===== config.mk =====
export PLATFORM = sky130hd
export DESIGN_NAME = dac_tx_sequencer
export DESIGN_NICKNAME = d
export VERILOG_FILES = /design/src/rtl/dac_tx_sequencer.sv
export SDC_FILE = /design/constraint.sdc
export NUM_CORES = 1
export LEC_CHECK = 0
export ABC_AREA = 1
export BUFFER_PORTS_ARGS = -buffer_cell sky130_fd_sc_hd__buf_4
export CAP_MARGIN = 20
export CORE_ASPECT_RATIO = 1.5
export CORE_MARGIN = 4
export CORE_UTILIZATION = 35
export CTS_CLUSTER_DIAMETER = 200
export DETAILED_ROUTE_END_ITERATION = 10
export PLACE_DENSITY = 0.64
export RECOVER_POWER = 100
export SLEW_MARGIN = 5
export SYNTH_ARGS = -nofsm -noshare
export SYNTH_HDL_FRONTEND = slang
export SYNTH_SLANG_ARGS = --single-unit

===== constraint.sdc =====
create_clock -name clk_i -period 4.29 [get_ports clk_i]
set_input_delay 0.429 -clock clk_i [delete_from_list [all_inputs] [get_ports clk_i]]
set_output_delay 0.429 -clock clk_i [all_outputs]
set_load 0.05 [all_outputs]

===== src/rtl/dac_tx_sequencer.sv =====
// dac_tx_sequencer: I/Q burst sequencer between the sample source and the DAC.
// Optional macro DAC_SEQ_UFLOW_CNT_EN adds a saturating underflow counter.
module dac_tx_sequencer #(
    parameter int LEN_W = 16
) (
    input  logic             clk_i,
    input  logic             rst_n_i,
    input  logic             ena_i,
    input  logic             start_i,
    input  logic             continuous_i,
    input  logic [7:0]       rate_i,
    input  logic [LEN_W-1:0] burst_len_i,
    input  logic [LEN_W-1:0] guard_len_i,
    input  logic             src_valid_i,
    input  logic [13:0]      src_i_i,
    input  logic [13:0]      src_q_i,
    output logic             src_ready_o,
    output logic             strobe_o,
    output logic [13:0]      tx_i_o,
    output logic [13:0]      tx_q_o,
    output logic             busy_o,
    output logic             done_o,
    output logic             uflow_o,
    output logic [15:0]      uflow_cnt_o
);

    typedef enum logic [1:0] {
        IDLE  = 2'd0,
        TX    = 2'd1,
        GUARD = 2'd2
    } state_t;

    state_t           state_q;
    state_t           state_d;

    logic [7:0]       rate_q;
    logic [LEN_W-1:0] burst_q;
    logic [LEN_W-1:0] guard_q;

    logic [7:0]       div_q;
    logic [LEN_W-1:0] cnt_q;
    logic [LEN_W-1:0] cnt_nxt;
    logic [LEN_W-1:0] len_cur;

    logic             tick;
    logic             period_end;
    logic             launch;

    logic             strobe_d;
    logic             uflow_d;
    logic             done_d;
    logic [13:0]      tx_i_d;
    logic [13:0]      tx_q_d;

    // Tick and end-of-state detection. A state ends at the last cycle of
    // the period holding its final tick, so the next state's first tick
    // keeps the rate_q+1 spacing.
    always_comb begin
        tick       = (state_q != IDLE) && (div_q == 8'd0);
        len_cur    = (state_q == GUARD) ? guard_q : burst_q;
        cnt_nxt    = cnt_q + {{(LEN_W-1){1'b0}}, tick};
        period_end = (state_q != IDLE)
                   && (div_q == rate_q)
                   && (cnt_nxt == len_cur);
        launch     = (state_q == IDLE) && (state_d == TX);
    end

    // State register
    always_ff @(posedge clk_i or negedge rst_n_i) begin
        if (!rst_n_i) begin
            state_q <= IDLE;
        end else begin
            state_q <= state_d;
        end
    end

    // Next-state logic; ena_i low overrides everything
    always_comb begin
        state_d = state_q;
        unique case (state_q)
            IDLE: begin
                if (start_i && (burst_len_i != '0)) begin
                    state_d = TX;
                end
            end
            TX: begin
                if (period_end) begin
                    if (guard_q != '0) begin
                        state_d = GUARD;
                    end else if (!continuous_i) begin
                        state_d = IDLE;
                    end
                end
            end
            GUARD: begin
                if (period_end) begin
                    state_d = continuous_i ? TX : IDLE;
                end
            end
            default: state_d = IDLE;
        endcase
        if (!ena_i) begin
            state_d = IDLE;
        end
    end

    // Burst parameters are captured at launch and frozen for the burst
    always_ff @(posedge clk_i or negedge rst_n_i) begin
        if (!rst_n_i) begin
            rate_q  <= '0;
            burst_q <= '0;
            guard_q <= '0;
        end else if (launch) begin
            rate_q  <= rate_i;
            burst_q <= burst_len_i;
            guard_q <= guard_len_i;
        end
    end

    // Rate divider and tick counter, cleared on every state entry
    always_ff @(posedge clk_i or negedge rst_n_i) begin
        if (!rst_n_i) begin
            div_q <= '0;
            cnt_q <= '0;
        end else if ((state_q == IDLE) || (state_d == IDLE)
                     || period_end) begin
            div_q <= '0;
            cnt_q <= '0;
        end else begin
            div_q <= (div_q == rate_q) ? 8'd0 : div_q + 8'd1;
            cnt_q <= cnt_nxt;
        end
    end

    // Output decode: next values of the registered outputs and the
    // combinational source handshake
    always_comb begin
        src_ready_o = 1'b0;
        strobe_d    = 1'b0;
        uflow_d     = 1'b0;
        tx_i_d      = (state_d == IDLE) ? 14'd0 : tx_i_o;
        tx_q_d      = (state_d == IDLE) ? 14'd0 : tx_q_o;
        done_d      = ena_i && period_end && (state_d == IDLE);
        if (ena_i && tick) begin
            unique case (state_q)
                TX: begin
                    src_ready_o = 1'b1;
                    strobe_d    = 1'b1;
                    if (src_valid_i) begin
                        tx_i_d = src_i_i;
                        tx_q_d = src_q_i;
                    end else begin
                        tx_i_d  = 14'd0;
                        tx_q_d  = 14'd0;
                        uflow_d = 1'b1;
                    end
                end
                GUARD: begin
                    strobe_d = 1'b1;
                    tx_i_d   = 14'd0;
                    tx_q_d   = 14'd0;
                end
                default: ;
            endcase
        end
    end

    // Registered DAC-side outputs
    always_ff @(posedge clk_i or negedge rst_n_i) begin
        if (!rst_n_i) begin
            strobe_o <= 1'b0;
            uflow_o  <= 1'b0;
            done_o   <= 1'b0;
            tx_i_o   <= '0;
            tx_q_o   <= '0;
        end else begin
            strobe_o <= strobe_d;
            uflow_o  <= uflow_d;
            done_o   <= done_d;
            tx_i_o   <= tx_i_d;
            tx_q_o   <= tx_q_d;
        end
    end

    assign busy_o = (state_q != IDLE);

`ifdef DAC_SEQ_UFLOW_CNT_EN
    logic [15:0] ucnt_q;

    // Saturating underflow count, in step with the uflow_o pulse
    always_ff @(posedge clk_i or negedge rst_n_i) begin
        if (!rst_n_i) begin
            ucnt_q <= '0;
        end else if (uflow_d && (ucnt_q != 16'hFFFF)) begin
            ucnt_q <= ucnt_q + 16'd1;
        end
    end

    assign uflow_cnt_o = ucnt_q;
`else
    assign uflow_cnt_o = '0;
`endif

endmodule


==> insert_results.sql, run 1 <==
INSERT INTO impl_metrics (metric_group, metric, value, unit) VALUES
('run_status', 'run_status', 'complete, but fails checks', ''),
('run_status', 'failed_checks', 'max-capacitance violations, max-slew violations', ''),
('synthesis', 'post_synth_instance_area', '5778', 'sq um'),
('critical_path', 'timing.critical_path.fanout_max', '14', ''),
('die', 'fp.coreArea', '16190', 'sq um'),
('route', 'detailroute.via_count', '5347', ''),
('timing', 'worst_pin_slew', '3.655', 'ns'),
('power_and_ir_drop', 'power_density_cells', '353.9', 'nW/um^2'),
('run', 'timing.max_cap.violations', '1', ''),
('critical_path', 'worst_reg2reg_path_startpoint', 'state_q[0]', ''),
('clock_tree', 'cts_htree_levels', '3', ''),
('critical_path', 'cpLargestDelayFamily', 'simple AND/OR/NAND/NOR gates', ''),
('global_routing', 'antenna_found_initial', '0', ''),
('placed_design', 'port_buffers', '106', ''),
('clock_tree', 'cts_tree', 'built', ''),
('placed_design', 'post-dp-hpwl', '11990', 'microns'),
('synthesis', 'synth_simple_gate_area_share', '0.3595', ''),
('die', 'num_io_pins', '123', ''),
('power_and_ir_drop', 'total_leakage_power', '3.850', 'nW'),
('synthesis', 'synth-adder-area-share', '0.01732', ''),
('timing', 'hold_slack', '0.2435', 'ns'),
('die', 'floorplan.die_area', '18670', 'sq um'),
('power_and_ir_drop', 'p_clk_frac', '0.325', ''),
('timing', 'hold_viol_final', '0', ''),
('timing', 'maxSlewHeadroom', '-1.437', ''),
('layout', 'antenna-diode-count', '0', ''),
('synthesis', 'yosys-mux-area-fraction', '0', ''),
('route', 'ant_nets', '0', ''),
('critical_path', 'critical_path_required', '4.52', 'ns'),
('synthesis', 'synth_top_area_frac', '0.4201', ''),
('die', 'fp-row-count', '57', ''),
('clock_tree', 'clk_latency', '0.35', 'ns'),
('die', 'die_w', '112.9', 'microns'),
('layout', 'areaGrowthSynthToFinish', '21.39', '%'),
('layout', 'area_of_all_sequential_standard_cells', '2427', 'sq um'),
('timing', 'final.setup_skew', '0.01011', 'ns'),
('route', 'drt_first_iter_violations', '285', ''),
('clock_tree', 'cts-buffers-inserted', '9', ''),
('synthesis', 'synthesis.area_per_instance', '6.961', 'sq um'),
('synthesis', 'synth.yosys.seq_area_share', '0.4201', ''),
('synthesis', 'synth_area_leaders', 'sky130_fd_sc_hd__dfrtp_1 (42%), sky130_fd_sc_hd__nand2_1 (20%), sky130_fd_sc_hd__inv_1 (7.9%)', ''),
('placed_design', 'dpl.cell_count', '1129', ''),
('clock_tree', 'clk_pin_slew_worst_paths', '0.08', 'ns'),
('synthesis', 'synth-compound-area-share', '0.07038', ''),
('layout', 'final_core_util', '0.4333', ''),
('synthesis', 'synth_warnings', '0', ''),
('synthesis', 'ys_seq_elements', '97', ''),
('placed_design', 'dp_slack', '0.3485', 'ns'),
('layout', 'final_cells', '1148', ''),
('critical_path', 'cp_common_cell', 'sky130_fd_sc_hd__nand2_1', ''),
('layout', 'design.final.nets', '1019', ''),
('synthesis', 'share_of_the_synthesized_netlist_area_taken_by_xor_and_xnor_gates', '0.004547', ''),
('die', 'initial_core_util', '0.3569', ''),
('layout', 'layout.cells.most_common', 'sky130_fd_sc_hd__nand2_1', ''),
('power_and_ir_drop', 'power_report.internal_total', '0.001664', 'W'),
('critical_path', 'crit_type', 'flip-flop to flip-flop', ''),
('timing', 'timing.fmax', '257.8', 'MHz'),
('route', 'route.detailed.drc', '0', ''),
('timing', 'layout_worst_path_cycle_share', '0.9043', ''),
('route', 'detail_route.wirelength', '15690', 'microns'),
('critical_path', 'cp-startpoint', 'state_q[0]', ''),
('critical_path', 'timing.critical_path.slowest_stage_cell', 'sky130_fd_sc_hd__dfrtp_1', ''),
('power_and_ir_drop', 'power.switching_fraction', '0.3296', ''),
('synthesis', 'synth_top_family_by_area', 'simple AND/OR/NAND/NOR gates', ''),
('timing', 'finalMaxSlewViolations', '65', ''),
('critical_path', 'largest_stage_delay_worst_path', '0.40', 'ns'),
('critical_path', 'worst_setup_path_start_kind', 'flip-flop', ''),
('synthesis', 'synthDominantAreaCellType', 'sky130_fd_sc_hd__dfrtp_1', ''),
('route', 'dr_wl_cell', '13.66', 'microns'),
('critical_path', 'critPathCaptureType', 'flip-flop', ''),
('layout', 'final.fill_count', '1718', '');
power by group through the flow:
stage / sequential, W / clock, W / combinational, W
after CTS: 0.00107 / 0.000828 / 0.000608
after floorplan: 0.00108 / 0 / 0.000411
after global routing: 0.00108 / 0.000857 / 0.000688
after detailed placement: 0.00109 / 0 / 0.000603
final: 0.00107 / 0.000808 / 0.000607
after global placement: 0.00108 / 0 / 0.000600
through the flow:
| stage | total power, W | setup TNS [ns] | instance area, sq um |
|---|---|---|---|
| 6_report | 0.002483 | 0 | 7014 |
| 5_1_grt | 0.002625 | -0.04807 | 7014 |
| 4_1_cts | 0.002504 | 0 | 7074 |
| 3_5_place_dp | 0.001689 | 0 | 6783 |
| 3_3_place_gp | 0.001684 | 0 | 6783 |
| 2_1_floorplan | 0.001489 | 0 | 5834 |
metal layers:
metal	track usage	part of all wire	vias to the layer above	wire length (microns)
met4	0.05413	0.020	0	310
met3	0.03755	0.060	19	947
met5	0	0	-	0
li1	-	-	2743	-
met2	0.3126	0.52	137	8207
met1	0.1930	0.40	2448	6219
cells in the mapped netlist:
cell type                  count
sky130_fd_sc_hd__o21ai_1       1
sky130_fd_sc_hd__buf_4        16
sky130_fd_sc_hd__nor3_1        3
sky130_fd_sc_hd__clkbuf_1      6
sky130_fd_sc_hd__nand3b_1      4
sky130_fd_sc_hd__o21bai_1     40
sky130_fd_sc_hd__or2_2         1
sky130_fd_sc_hd__buf_2        22
sky130_fd_sc_hd__nand2_2       4
sky130_fd_sc_hd__nor2_2        3
sky130_fd_sc_hd__inv_1       122
sky130_fd_sc_hd__nand4_1      19
sky130_fd_sc_hd__buf_6         2
sky130_fd_sc_hd__a21oi_1       4
sky130_fd_sc_hd__dfrtp_1      97
sky130_fd_sc_hd__ha_1          8
sky130_fd_sc_hd__xnor2_1       3
sky130_fd_sc_hd__nor2_1       53
sky130_fd_sc_hd__inv_2         1
sky130_fd_sc_hd__nand2_1     314
sky130_fd_sc_hd__nor2_4        3
sky130_fd_sc_hd__nand3_1      82
sky130_fd_sc_hd__nand3_2       1
sky130_fd_sc_hd__conb_1        1
sky130_fd_sc_hd__o21ai_0      14
sky130_fd_sc_hd__nor4_1        5
sky130_fd_sc_hd__a21boi_2      1
sequential cells by signal (all words and copies together), names as in the netlist:
name / cells
tx_i_o: 14
tx_q_o: 14
uflow_o: 1
state_q: 2
guard_q: 16
done_o: 1
burst_q: 16
cnt_q: 16
div_q: 8
rate_q: 8
strobe_o: 1
cell families (layout without fill, tap and decap cells):
family          count (synthesis)  after routing
compound gates                 60             60
xor+xnor                        3              3
fa+ha+maj                       8              8
buf+inv                       169            266
flops                          97             97
other cells                     1             16
simple gates                  492            492
path summary, 6_finish.rpt:
kind                       slack, ns  depth (start not counted)           to
setup / recovery                0.41                         24     div_q[3]
hold / removal                  0.24                          2      uflow_o
setup reg to reg                0.41                         24     div_q[3]
hold reg to reg                 0.56                          4    tx_q_o[1]
max in group asynchronous       0.91                          1  burst_q[10]
min in group asynchronous       1.33                          1   guard_q[4]
final cells by class:
cell class | instances | share of cell area
clock inverters | 7 | 0.009454
clock buffers | 9 | 0.03211
inverters | 123 | 0.06582
repair buffers | 127 | 0.1242
well taps | 206 | 0.03675
multi-input cells | 579 | 0.3857
flip-flops and latches | 97 | 0.3461
what timing repair did:
action,4_1_cts,5_1_grt
hold buffers,0,0
resized for setup,0,7
buffers inserted,0,2
setup endpoints to repair,0,93
Note: power is estimated with default switching activity, not from simulation.
==> run 2, diff against run 1 <==
Clock period 4.29 ns to 3.89 ns, I/O delays scaled along.
==> run 2 against run 1 <==
Net effect: the run still ends with max-capacitance violations, max-slew violations left; critical path type unchanged; clock skew is essentially flat; via count grew 0.67%; non-clock buffer count grew 17; sequential share of layout area shrank 0.88 points; largest power group unchanged; core utilization grew 1.1 points; maximum frequency grew 6.8%; sequential cell count is the same; largest cell class unchanged; design area grew 2.6%; combinational power grew 14%.
==> insert_results.sql, run 2 (synthesized netlist as in run 1, its figures left out) <==
INSERT INTO impl_metrics (metric_group, metric, value, unit) VALUES
('route', 'dr_wl_cell', '13.59', 'microns'),
('layout', 'final_layout_size_suffix_gt1_frac', '0.1522', ''),
('timing', 'fin_tns_setup', '0', 'ns'),
('power_and_ir_drop', 'power_density_cells', '390.8', 'nW/um^2'),
('layout', 'layout.cells.most_common_list', 'sky130_fd_sc_hd__nand2_1 (313), sky130_fd_sc_hd__inv_1 (122), sky130_fd_sc_hd__dfrtp_1 (97)', ''),
('critical_path', 'worst_reg2reg_path_startpoint', 'state_q[1]', ''),
('layout', 'final_cells', '1165', ''),
('clock_tree', 'clk_latency', '0.35', 'ns'),
('critical_path', 'cpLargestDelayFamily', 'simple AND/OR/NAND/NOR gates', ''),
('global_routing', 'antenna_found_initial', '0', ''),
('layout', 'layout.cells.most_common', 'sky130_fd_sc_hd__nand2_1', ''),
('clock_tree', 'cts.root.buffer_cell', 'sky130_fd_sc_hd__clkbuf_16', ''),
('global_routing', 'busiest_layer', 'met2', ''),
('clock_tree', 'cts_htree_levels', '3', ''),
('timing', 'final.setup_skew', '0.009696', 'ns'),
('timing', 'finalMaxSlewViolations', '50', ''),
('route', 'detail_route.first_pass.iterations', '4', ''),
('timing', 'rsz_0062_raised_after_global_routing', 'false', ''),
('die', 'chipHeight', '165.4', 'microns'),
('layout', 'areaGrowthSynthToFinish', '24.58', '%'),
('layout', 'design.final.nets', '1036', ''),
('clock_tree', 'cts-hold-fix-buffers', '0', ''),
('timing', 'finalCriticalPeriod', '3.632', 'ns'),
('route', 'route.detailed.vias_per_inst', '4.621', ''),
('placed_design', 'dpl.cell_count', '1140', ''),
('clock_tree', 'cts_tree', 'built', ''),
('route', 'ant_nets', '0', ''),
('critical_path', 'cp-startpoint', 'state_q[1]', ''),
('clock_tree', 'cts.path.max_buffers', '2', ''),
('placed_design', 'port_buffers', '106', ''),
('route', 'drt_first_iter_violations', '248', ''),
('die', 'fp-row-count', '57', ''),
('run_status', 'failed_checks', 'max-capacitance violations, max-slew violations', ''),
('critical_path', 'worst-endpoint-arrival', '3.86', 'ns'),
('die', 'fp.coreArea', '16190', 'sq um'),
('min_path', 'hp_start', 'src_valid_i', ''),
('run', 'timing.max_cap.violations', '1', ''),
('timing', 'hold_slack', '0.2069', 'ns'),
('timing', 'hold_viol_final', '0', ''),
('global_routing', 'global_route.usage.met1', '0.1887', ''),
('clock_tree', 'clk_pin_slew_worst_paths', '0.07', 'ns'),
('clock_tree', 'cts_num_sinks', '97', ''),
('global_routing', 'grt_max_degree', '50', ''),
('global_routing', 'via_count_of_the_first_global_routing_pass', '5245', ''),
('die', 'floorplan.die_area', '18670', 'sq um'),
('layout', 'antenna-diode-count', '0', ''),
('critical_path', 'timing.critical_path.fanout_max', '8', ''),
('route', 'route.detailed.drc', '0', ''),
('timing', 'layout_worst_path_cycle_share', '0.9337', ''),
('global_routing', 'grt_first_pass_wirelength', '25120', 'microns'),
('layout', 'largestRegisters', 'burst_q: 16 flops, cnt_q: 16 flops, guard_q: 16 flops', ''),
('global_routing', 'grt-ovfl-total', '0', ''),
('global_routing', 'grt.met2_usage', '0.3134', ''),
('power_and_ir_drop', 'total_leakage_power', '3.941', 'nW'),
('timing', 'maxSlewHeadroom', '-0.8613', ''),
('critical_path', 'crit_buf_inv', '8', ''),
('placed_design', 'dp_slack', '0.06631', 'ns'),
('timing', 'postLayoutSetupSlackWorst', '0.2579', 'ns'),
('clock_tree', 'cts-buffers-inserted', '9', ''),
('timing', 'timing.fmax', '275.3', 'MHz'),
('die', 'initial_core_util', '0.3569', ''),
('power_and_ir_drop', 'peakVddDrop', '0.3092', 'mV'),
('run_status', 'run_status', 'complete, but fails checks', ''),
('placed_design', 'post-dp-hpwl', '12020', 'microns'),
('route', 'detail_route.wirelength', '15830', 'microns'),
('critical_path', 'largest_stage_delay_worst_path', '0.35', 'ns'),
('global_routing', 'track_usage', '0.1685', ''),
('critical_path', 'worst_setup_path_start_kind', 'flip-flop', ''),
('critical_path', 'crit_type', 'flip-flop to flip-flop', ''),
('timing', 'setup_violations', '0', ''),
('route', 'detailroute.via_count', '5383', ''),
('die', 'num_io_pins', '123', ''),
('placed_design', 'place_congestion', '0.8993', ''),
('die', 'die_w', '112.9', 'microns'),
('power_and_ir_drop', 'power_after_layout', '0.002813', 'W'),
('min_path', 'type_of_the_worst_min_delay_path', 'input pin to flip-flop', ''),
('critical_path', 'cp_common_cell', 'sky130_fd_sc_hd__nand2_1', ''),
('critical_path', 'critical_path_required', '4.12', 'ns'),
('critical_path', 'critPathCaptureType', 'flip-flop', ''),
('global_routing', 'gr-usage-met3', '0.03609', ''),
('timing', 'worst_pin_slew', '2.792', 'ns'),
('critical_path', 'timing.critical_path.slowest_stage_cell', 'sky130_fd_sc_hd__dfrtp_1', '');
run 2: layer usage:
layer / part of all wire / up-vias
met5: 0 / -
met4: 0.023 / 0
met3: 0.050 / 25
met2: 0.53 / 112
met1: 0.40 / 2474
li1: - / 2772
run 2: path summary, 6_finish.rpt:
path	depth (start not counted)	to	slack (ns)
worst max-delay path	25	burst_q[10]	0.26
worst min-delay path	2	uflow_o	0.21
worst max register to register	25	burst_q[10]	0.26
worst min register to register	4	tx_i_o[13]	0.56
max in group asynchronous	2	tx_i_o[4]	1.05
min in group asynchronous	1	guard_q[2]	0.93
run 2: through the flow:
stage               instance area (sq um)  utilization
floorplan                            5834            -
global placement                     6903       0.4264
detailed placement                   6903       0.4264
CTS                                  7214       0.4456
global route                         7198       0.4446
finish                               7198       0.4446
run 2: final cells by class:
class                   instances  area (sq um)
well taps                     206         257.7
flip-flops and latches         97          2427
clock inverters                 6         72.57
repair buffers                144          1015
inverters                     123         461.7
clock buffers                  10         239.0
multi-input cells             579          2725
fillers                      1745          8991
run 2: where the power goes:
part	internal, W	switching, W
registers	0.00112	0.0000545
clock network	0.000527	0.000418
logic	0.000272	0.000417
run 2: timing repair:
action,CTS,global route
gates resized for setup,0,13
buffers inserted,0,7
setup endpoints to repair,0,94
